[config.mk]
export PLATFORM = sky130hd
export DESIGN_NAME = i2c_master_arbiter
export DESIGN_NICKNAME = d
export VERILOG_FILES = /design/src/rtl/i2c_master_arbiter.sv
export SDC_FILE = /design/constraint.sdc
export NUM_CORES = 1
export LEC_CHECK = 0
export CORE_MARGIN = 4
export CORE_UTILIZATION = 35
export DETAILED_ROUTE_END_ITERATION = 10
export GPL_TIMING_DRIVEN = 0
export HOLD_SLACK_MARGIN = 0.03
export PLACE_DENSITY = 0.7
export SETUP_SLACK_MARGIN = 0.5
export SLEW_MARGIN = 20
export SYNTH_ARGS = -nofsm -noshare
export SYNTH_HDL_FRONTEND = slang
export SYNTH_SLANG_ARGS = --single-unit
export TNS_END_PERCENT = 50
[constraint.sdc]
create_clock -name i_clk_i2c -period 2.15 [get_ports i_clk_i2c]
set_input_delay 0.215 -clock i_clk_i2c [delete_from_list [all_inputs] [get_ports i_clk_i2c]]
set_output_delay 0.215 -clock i_clk_i2c [all_outputs]
set_load 0.01 [all_outputs]
[src/rtl/i2c_master_arbiter.sv]
// i2c_master_arbiter: shares one byte-level I2C master between two requesters.
// A grant lasts a whole START..STOP transaction so byte streams never interleave.
// A per-grant watchdog forces a STOP when the owner stalls or walks away mid-transaction.
module i2c_master_arbiter #(
    parameter int HOLD_TIMEOUT   = 1024,
    parameter bit FIXED_PRIORITY = 1'b0
) (
    input  logic       i_clk_i2c,
    input  logic       i_reset,
    input  logic       i_r0_req,
    input  logic       i_r0_start,
    input  logic       i_r0_end,
    input  logic       i_r0_write,
    input  logic       i_r0_read,
    input  logic [7:0] i_r0_out,
    output logic       o_r0_gnt,
    output logic       o_r0_ready,
    output logic       o_r0_error,
    output logic [7:0] o_r0_in,
    input  logic       i_r1_req,
    input  logic       i_r1_start,
    input  logic       i_r1_end,
    input  logic       i_r1_write,
    input  logic       i_r1_read,
    input  logic [7:0] i_r1_out,
    output logic       o_r1_gnt,
    output logic       o_r1_ready,
    output logic       o_r1_error,
    output logic [7:0] o_r1_in,
    output logic       o_i2c_start,
    output logic       o_i2c_end,
    output logic       o_i2c_write,
    output logic       o_i2c_read,
    output logic [7:0] o_i2c_out,
    input  logic [7:0] i_i2c_in,
    input  logic       i_i2c_ready,
    input  logic       i_i2c_error,
    output logic       o_timeout_flag
);
    localparam int WDW = $clog2(HOLD_TIMEOUT) + 1;

    typedef enum logic [2:0] {IDLE, OWN, BUSY, FORCE, RELEASE} state_t;

    state_t         r_state;
    logic           r_owner;
    logic           r_ptr;
    logic           r_in_txn;
    logic           r_end_pend;
    logic           r_first;
    logic           r_fsent;
    logic [1:0]     r_err;
    logic [7:0]     r_in0;
    logic [7:0]     r_in1;
    logic [WDW-1:0] r_wd;

    logic       w_req, w_start, w_end, w_write, w_read, w_accept, w_win, w_held, w_own, w_tmo;
    logic [7:0] w_out;

    assign w_req    = r_owner ? i_r1_req   : i_r0_req;
    assign w_start  = r_owner ? i_r1_start : i_r0_start;
    assign w_end    = r_owner ? i_r1_end   : i_r0_end;
    assign w_write  = r_owner ? i_r1_write : i_r0_write;
    assign w_read   = r_owner ? i_r1_read  : i_r0_read;
    assign w_out    = r_owner ? i_r1_out   : i_r0_out;
    assign w_own    = r_state == OWN;
    assign w_held   = r_state == OWN || r_state == BUSY || r_state == FORCE;
    assign w_accept = w_own && i_i2c_ready && (w_start || w_end || w_write || w_read);
    assign w_tmo    = r_wd == WDW'(HOLD_TIMEOUT - 1);
    // r_ptr names the requester that wins the next tie under round-robin
    assign w_win    = (i_r0_req && i_r1_req) ? (FIXED_PRIORITY ? 1'b0 : r_ptr) : i_r1_req;

    assign o_r0_gnt   = w_held && !r_owner;
    assign o_r1_gnt   = w_held && r_owner;
    assign o_r0_ready = w_own && !r_owner && i_i2c_ready;
    assign o_r1_ready = w_own && r_owner && i_i2c_ready;
    assign o_r0_error = r_err[0];
    assign o_r1_error = r_err[1];
    assign o_r0_in    = r_in0;
    assign o_r1_in    = r_in1;

    // Arbitration FSM; r_first masks the cycle in which the master has not yet seen our strobe
    always_ff @(posedge i_clk_i2c or posedge i_reset) begin
        if (i_reset) begin
            r_state        <= IDLE;
            r_owner        <= 1'b0;
            r_ptr          <= 1'b0;
            r_in_txn       <= 1'b0;
            r_end_pend     <= 1'b0;
            r_first        <= 1'b0;
            r_fsent        <= 1'b0;
            r_err          <= 2'b00;
            r_in0          <= 8'h00;
            r_in1          <= 8'h00;
            r_wd           <= '0;
            o_i2c_start    <= 1'b0;
            o_i2c_end      <= 1'b0;
            o_i2c_write    <= 1'b0;
            o_i2c_read     <= 1'b0;
            o_i2c_out      <= 8'h00;
            o_timeout_flag <= 1'b0;
        end else begin
            o_i2c_start <= 1'b0;
            o_i2c_end   <= 1'b0;
            o_i2c_write <= 1'b0;
            o_i2c_read  <= 1'b0;
            o_i2c_out   <= 8'h00;
            r_err       <= 2'b00;
            case (r_state)
                IDLE: begin
                    if (i_r0_req || i_r1_req) begin
                        r_owner <= w_win;
                        r_ptr   <= ~w_win;
                        r_wd    <= '0;
                        r_state <= OWN;
                    end
                end
                OWN: begin
                    if (w_accept) begin
                        o_i2c_start <= w_start;
                        o_i2c_end   <= w_end;
                        o_i2c_write <= w_write;
                        o_i2c_read  <= w_read;
                        o_i2c_out   <= w_out;
                        r_wd        <= '0;
                        r_first     <= 1'b1;
                        if (w_start) r_in_txn <= 1'b1;
                        if (w_end) r_end_pend <= 1'b1;
                        r_state     <= BUSY;
                    end else if (!w_req || w_tmo) begin
                        r_fsent <= 1'b0;
                        r_state <= r_in_txn ? FORCE : RELEASE;
                    end else begin
                        r_wd <= r_wd + 1'b1;
                    end
                end
                BUSY: begin
                    if (r_first) begin
                        r_first <= 1'b0;
                    end else if (i_i2c_error) begin
                        r_err[r_owner] <= 1'b1;
                        r_in_txn       <= 1'b0;
                        r_end_pend     <= 1'b0;
                        r_state        <= RELEASE;
                    end else if (i_i2c_ready) begin
                        if (r_owner) r_in1 <= i_i2c_in;
                        else r_in0 <= i_i2c_in;
                        r_in_txn   <= r_in_txn && !r_end_pend;
                        r_end_pend <= 1'b0;
                        r_state    <= r_end_pend ? RELEASE : OWN;
                    end
                end
                FORCE: begin
                    if (!r_fsent) begin
                        if (i_i2c_ready) begin
                            o_i2c_end      <= 1'b1;
                            o_timeout_flag <= 1'b1;
                            r_err[r_owner] <= 1'b1;
                            r_fsent        <= 1'b1;
                            r_first        <= 1'b1;
                            r_in_txn       <= 1'b0;
                            r_end_pend     <= 1'b0;
                        end
                    end else if (r_first) begin
                        r_first <= 1'b0;
                    end else if (i_i2c_ready) begin
                        r_state <= RELEASE;
                    end
                end
                RELEASE: r_state <= IDLE;
                default: r_state <= IDLE;
            endcase
        end
    end
endmodule
; Yosys cells after proc, flatten, opt, wreduce, memory -nomap -nowiden
; Index checks and enable logic that the tools add are counted.
[classes]
n_addsub = 1
multipliers = 0
div = 0
n_lt_le_gt_ge = 2
n_eq_ne = 19
shift = 0
mux = 65
bitwise = 5
reduce_logical = 35
[op_table]
columns = cell, n
row1 = $mux 1, 35
row2 = $mux 11, 3
row3 = $mux 3, 11
row4 = $mux 8, 3
row5 = $pmux 11 s2, 1
row6 = $ne 2x2->1 const B, 10
row7 = $reduce_and 5->1, 3
row8 = $reduce_and 7->1, 2
row9 = $pmux 3 s4, 1
row10 = $reduce_and 3->1, 4
row11 = $add 11x1->11 const B, 1
row12 = $eq 11x10->1 const B, 1
row13 = $logic_and 1x1->1, 11
row14 = $ne 3x3->1 const B, 3
row15 = $pmux 1 s3, 3
row16 = $mux 2, 4
row17 = $logic_or 1x1->1, 7
row18 = $eq 3x2->1 const B, 2
row19 = $not 1->1, 5
row20 = $pmux 1 s2, 2
row21 = $pmux 2 s2, 1
row22 = $reduce_bool 2->1, 2
row23 = $eq 3x1->1 const B, 1
row24 = $logic_not 1->1, 3
row25 = 8 further kinds, 8
[word_totals]
ff_bits = 51
latchBits = 0
mem_bits_rw = 0
mem_bits_ro = 0
in_bits = 38
out_inout_bits = 35
wordCells = 144
mem_count = 0

; Logic depth before layout (Yosys ltp)
[logic_depth]
depth_word = 7
mapped_depth = 8
mapped_depth_nobuf = 6

; Worst setup path after synthesis
; Ideal clock, no wire load.
[synth_timing]
path_type = reg2reg
from = reg r_wd[0]
to = reg r_wd[7]
setup_ns = 0.104
t_arrival_ns = 1.563
required_ns = 2.046
path_slack_ns = 0.484
path_stages_with_launch = 7
n_path_buf = 1
synth_period_minus_slack_ns = 1.666
cell_sequence = dfrtp_1 -> ha_1 -> and2_1 -> a41oi_4 -> buf_6 -> nand4_1 -> o41ai_2
[synth_between]
elab_chain_len = 4
word_cells_on_any_way = 8
classes_between = 1 x add/sub / 2 x eq/ne / 3 x mux / 2 x reduce/logical
[synth_rtl]
columns = element, line_no
row1 = start: declaration, 54  ; logic [WDW-1:0] r_wd;
row2 = start signal: assignment, 133  ; r_wd <= r_wd + 1'b1;
row3 = $add 11x1->11 / $eq 11x10->1 (equally long branches), "133, 68"
row4 = $mux 11 / $logic_or 1x1->1 (equally long branches), 129  ; end else if (!w_req || w_tmo) begin
row5 = $mux 11 / $ne 3x3->1 (equally long branches), --
row6 = $pmux 11 s2 / $reduce_and 3->1 (equally long branches), --
; Several ways; a longest one is shown, not always the timed one. The select of a mux whose other input is x is not followed.
; A chain may end at the register's enable or synchronous reset.

; Final worst setup path
[layout_timing]
from = reg r_wd[1]
to = reg r_state[0]
[layout_between]
elab_chain_len = 4
[layout_rtl]
columns = element, line_no
row1 = $eq 11x10->1, 68  ; assign w_tmo = r_wd == WDW'(HOLD_TIMEOUT - 1);
row2 = $logic_or 1x1->1, 129
row3 = $ne 3x2->1 (no source line), --
row4 = $reduce_and 7->1 (no source line), --
row5 = end signal: assignment, 131  ; r_state <= r_in_txn ? FORCE : RELEASE;
row6 = end signal: assignment, 149  ; r_state <= r_end_pend ? RELEASE : OWN;
row7 = end: declaration, 44  ; state_t r_state;
; Every way passes these cells.

==> summary.txt <==
Outcome
  • Status: finished clean

Routing
  • DRT Wirelength: between 6 and 7 mm
  • WL/cell: 15.68 um
  • Via Count: 2301
  • Drt pass-1 iters: 4
  • DRC: 0
  • Via density: 5.182
  • Iteration-0 DRC Markers: 138
  • Post-DRT Antenna Nets: 0

Floorplanning
  • Die height: 93.11 um
  • Die Footprint: between 8000 and 9000 um2
  • Core area: 6907 um2
  • Die Wd: 93.11 um
  • Initial Util: 0.3670
  • IO Pins: 73
  • Site Rows: 30

Cells and area
  • Final instance area: just under 4000 um2
  • Fillers: ~610
  • P&R area growth vs syn: 56.81%
  • Final core occ: 0.5755
  • Inserted Diodes: 0
  • Total Nets Final: slightly below 400
  • Layout cells sized above 1: 0.2586

Critical path
  • Worst-path fanout max: 7
  • Critical R2R Capture: r_state[0]$_DFFE_PP0P_
  • WP data required: ~2400 ps
  • Worst reg-to-reg path cell count: 8
  • Critical path endpoint category: flop
  • Startpoint types: flop
  • FF-to-FF Start: r_wd[1]$_DFFE_PP0P_
  • Data arrival time of the worst path: 1910 ps
  • Kind of critical path: flop to flop
  • Internal reg-to-reg setup slack: 460 ps
  • Worst Setup SP: r_wd[1]$_DFFE_PP0P_

Timing
  • Fin. Hold Viols: 0
  • Setup-failing EPs final: 0
  • Slew @ Worst Pin: 649.9 ps
  • Slew Viols, Final: 0
  • Fin crit period: 1686 ps
  • Maximum clock rate: 0.5931 GHz
  • Tcrit/Tclk final: 0.7842
  • Clk_skew: 5.048 ps
  • RSZ-0062 raised after global routing: true
  • Rel. slew slack: 0.5661

Power
  • Total chip power: 4.265 mW
  • Leakage: approximately 1.8 nW
  • Pwr Density: roughly 1100 nW/um2
  • Maximum vdd drop: between 0.4 and 0.5 mV

Yosys
  • Avg Inst Size Synth: 10.65 um2
  • Yosys top cell by area: dfrtp_1
  • Syn Nets: roughly 280
  • Top FF cell, synth: dfrtp_1
  • Async set or reset register ratio after synthesis: 1.000
  • Cell count after synthesis: 238
  • Synth warn: 0
  • #FFs+latches synth: a little over 50
  • Sequential area share after synthesis: 0.5035
  • Synth cell types: 45
  • EDFF count, synth: 0
  • Post-Syn Area: 2535 um2
  • Yosys top cell area share: 0.5035
  • Synth top area cells: dfrtp_1 (50%), mux2i_1 (5.5%), mux2_2 (4.4%)

Global route
  • Grt ovf: 0
  • Initial antenna violation count: 0
  • Largest net degree at the start of global routing: 31
  • Global Route Usage Sum: 0.1526
  • Number of global-route vias before repair: 2171
  • First-pass GRT wire length: 10.75 mm

Clock network
  • Hold-fix buffers, CTS: 0
  • Root Driver: clkbuf_8
  • CTS tree: done
  • CTS buffer count: 5
  • Total clock sinks: 51
  • Clock-pin transition on the worst setup and hold timing paths: 100 ps
  • Clock Latency Late Sink: 310 ps
  • H-tree levels: 2
  • Longest Clk Path Bufs: 2

Worst hold path
  • Hold Path Cell Cnt: 3
  • Min-Delay Endpoint: o_i2c_read$_DFF_PP0_
  • Worst hold path startpoint: i_r0_read
  • Hold WC Path Type: input port to flop

Placement
  • Port Buffers: 72
  • Placed inst area: 3403 um2
  • GPL Wtd Cong: 0.8145
  • Detailed Place HPWL: 4.650 mm

Run
  • Maxcap violations: 0
-- where the power goes --
group	switching (mW)	internal, mW
clock	0.340	0.351
combinational	1.05	1.21
sequential	0.148	1.17
-- metal layers --
| layer | vias up | GRT usage | wire length [um] |
|---|---|---|---|
| met3 | 7 | 0.03057 | 420 |
| met4 | 0 | 0.03419 | 57 |
| met1 | 1127 | 0.2074 | 3007 |
| li1 | 1079 | - | - |
| met2 | 88 | 0.2513 | 3478 |
| met5 | - | 0 | 0 |
-- through the flow --
| step | hold WS (ps) | TNS [ps] | setup slack [ps] | instances |
|---|---|---|---|---|
| finish | 279.4 | 0 | 463.9 | 444 |
| global route | 286.2 | 0 | 363.7 | 444 |
| CTS | 328.7 | 0 | 451.2 | 430 |
| detailed placement | 461.4 | -14.28 | -8.709 | 407 |
| global placement | 459.8 | -13990 | -277.0 | 406 |
| floorplan | 312.0 | 0 | 518.4 | 238 |
-- worst max-delay path, stage by stage, from the launching register on --
cell      delay, ps
dfrtp_1         400
ha_2            190
and2_4          160
a41oi_4         230
buf_12          160
buf_8           100
buf_4           110
o21bai_1         60
a31oi_1         180
-- cells in the mapped netlist, types with 2 or more instances --
cell type and n:
dfrtp_1 51, nand3b_1 2, and2_1 3, o21bai_1 5
nor2b_1 3, nand3_1 2, o21a_1 2, a31oi_1 7
o21ai_0 10, mux2i_1 14, o22ai_1 2, and3_1 6
nor2_1 23, mux2_2 10, o21ai_1 6, o31ai_1 5
nand2_1 13, mux2_1 6, a41oi_1 4, buf_2 6
a21o_1 2, nand4_1 5, nand2b_1 5, a21oi_1 13
clkbuf_1 6, buf_6 2, nor3_1 2, inv_1 6
-- worst max path at each step --
stage	end	slack, ps
after floorplan	r_wd[7]$_DFFE_PP0P_	520
after global placement	r_end_pend$_DFFE_PP0P_	-280
after detailed placement	r_wd[6]$_DFFE_PP0P_	-9
after CTS	r_wd[4]$_DFFE_PP0P_	450
after global routing	r_wd[3]$_DFFE_PP0P_	360
final	r_state[0]$_DFFE_PP0P_	460
-- state kept, by name, summed over array words and instances, names as in the netlist, 2 cells and up --
signal     cells
r_wd          11
o_r0_in        8
r_state        3
o_r1_in        8
r_err          2
o_i2c_out      8
-- logic make-up after synthesis --
kind of cell | Yosys count | synth area share
compound gates | 64 | 0.1728
fa+ha+maj | 1 | 0.004935
buf+inv | 20 | 0.03850
flops | 51 | 0.5035
mux | 30 | 0.1264
simple gates | 72 | 0.1540
-- cells in the final DEF (no fill, tap or decap), types with 3 or more instances in the layout --
master	count
buf_2	3
a41oi_1	4
a31oi_1	7
o21bai_1	4
a21oi_1	13
o31ai_1	4
buf_4	28
nand2b_1	5
o21ai_0	7
buf_6	5
nand4_1	5
clkdlybuf4s50_1	67
mux2_4	11
inv_1	5
nor2b_1	3
nand2_1	13
o21ai_1	8
mux2i_1	13
nor2_1	21
and3_1	5
dfrtp_1	48
dfrtp_2	3
nor2_4	3
mux2_1	3
clkbuf_8	7
-- layout make-up --
cell class,instances,area [um2],area share
clock buffer,5,68.82,0.01731
clock inverter,3,46.29,0.01165
tap,96,120.1,0.03022
inverter,6,22.52,0.005666
multi-input combinational,167,1300,0.3270
sequential,51,1280,0.3220
timing repair buffer,102,1002,0.2521
buffer,14,135.1,0.03399
-- repair_timing --
item | CTS | global route
setup buffers | 15 | 13
pin swaps | 6 | 11
cloned | 0 | 1
resized for setup | 45 | 28
setup endpoints to repair | 38 | 34
Note: power is estimated with default switching activity, not from simulation.
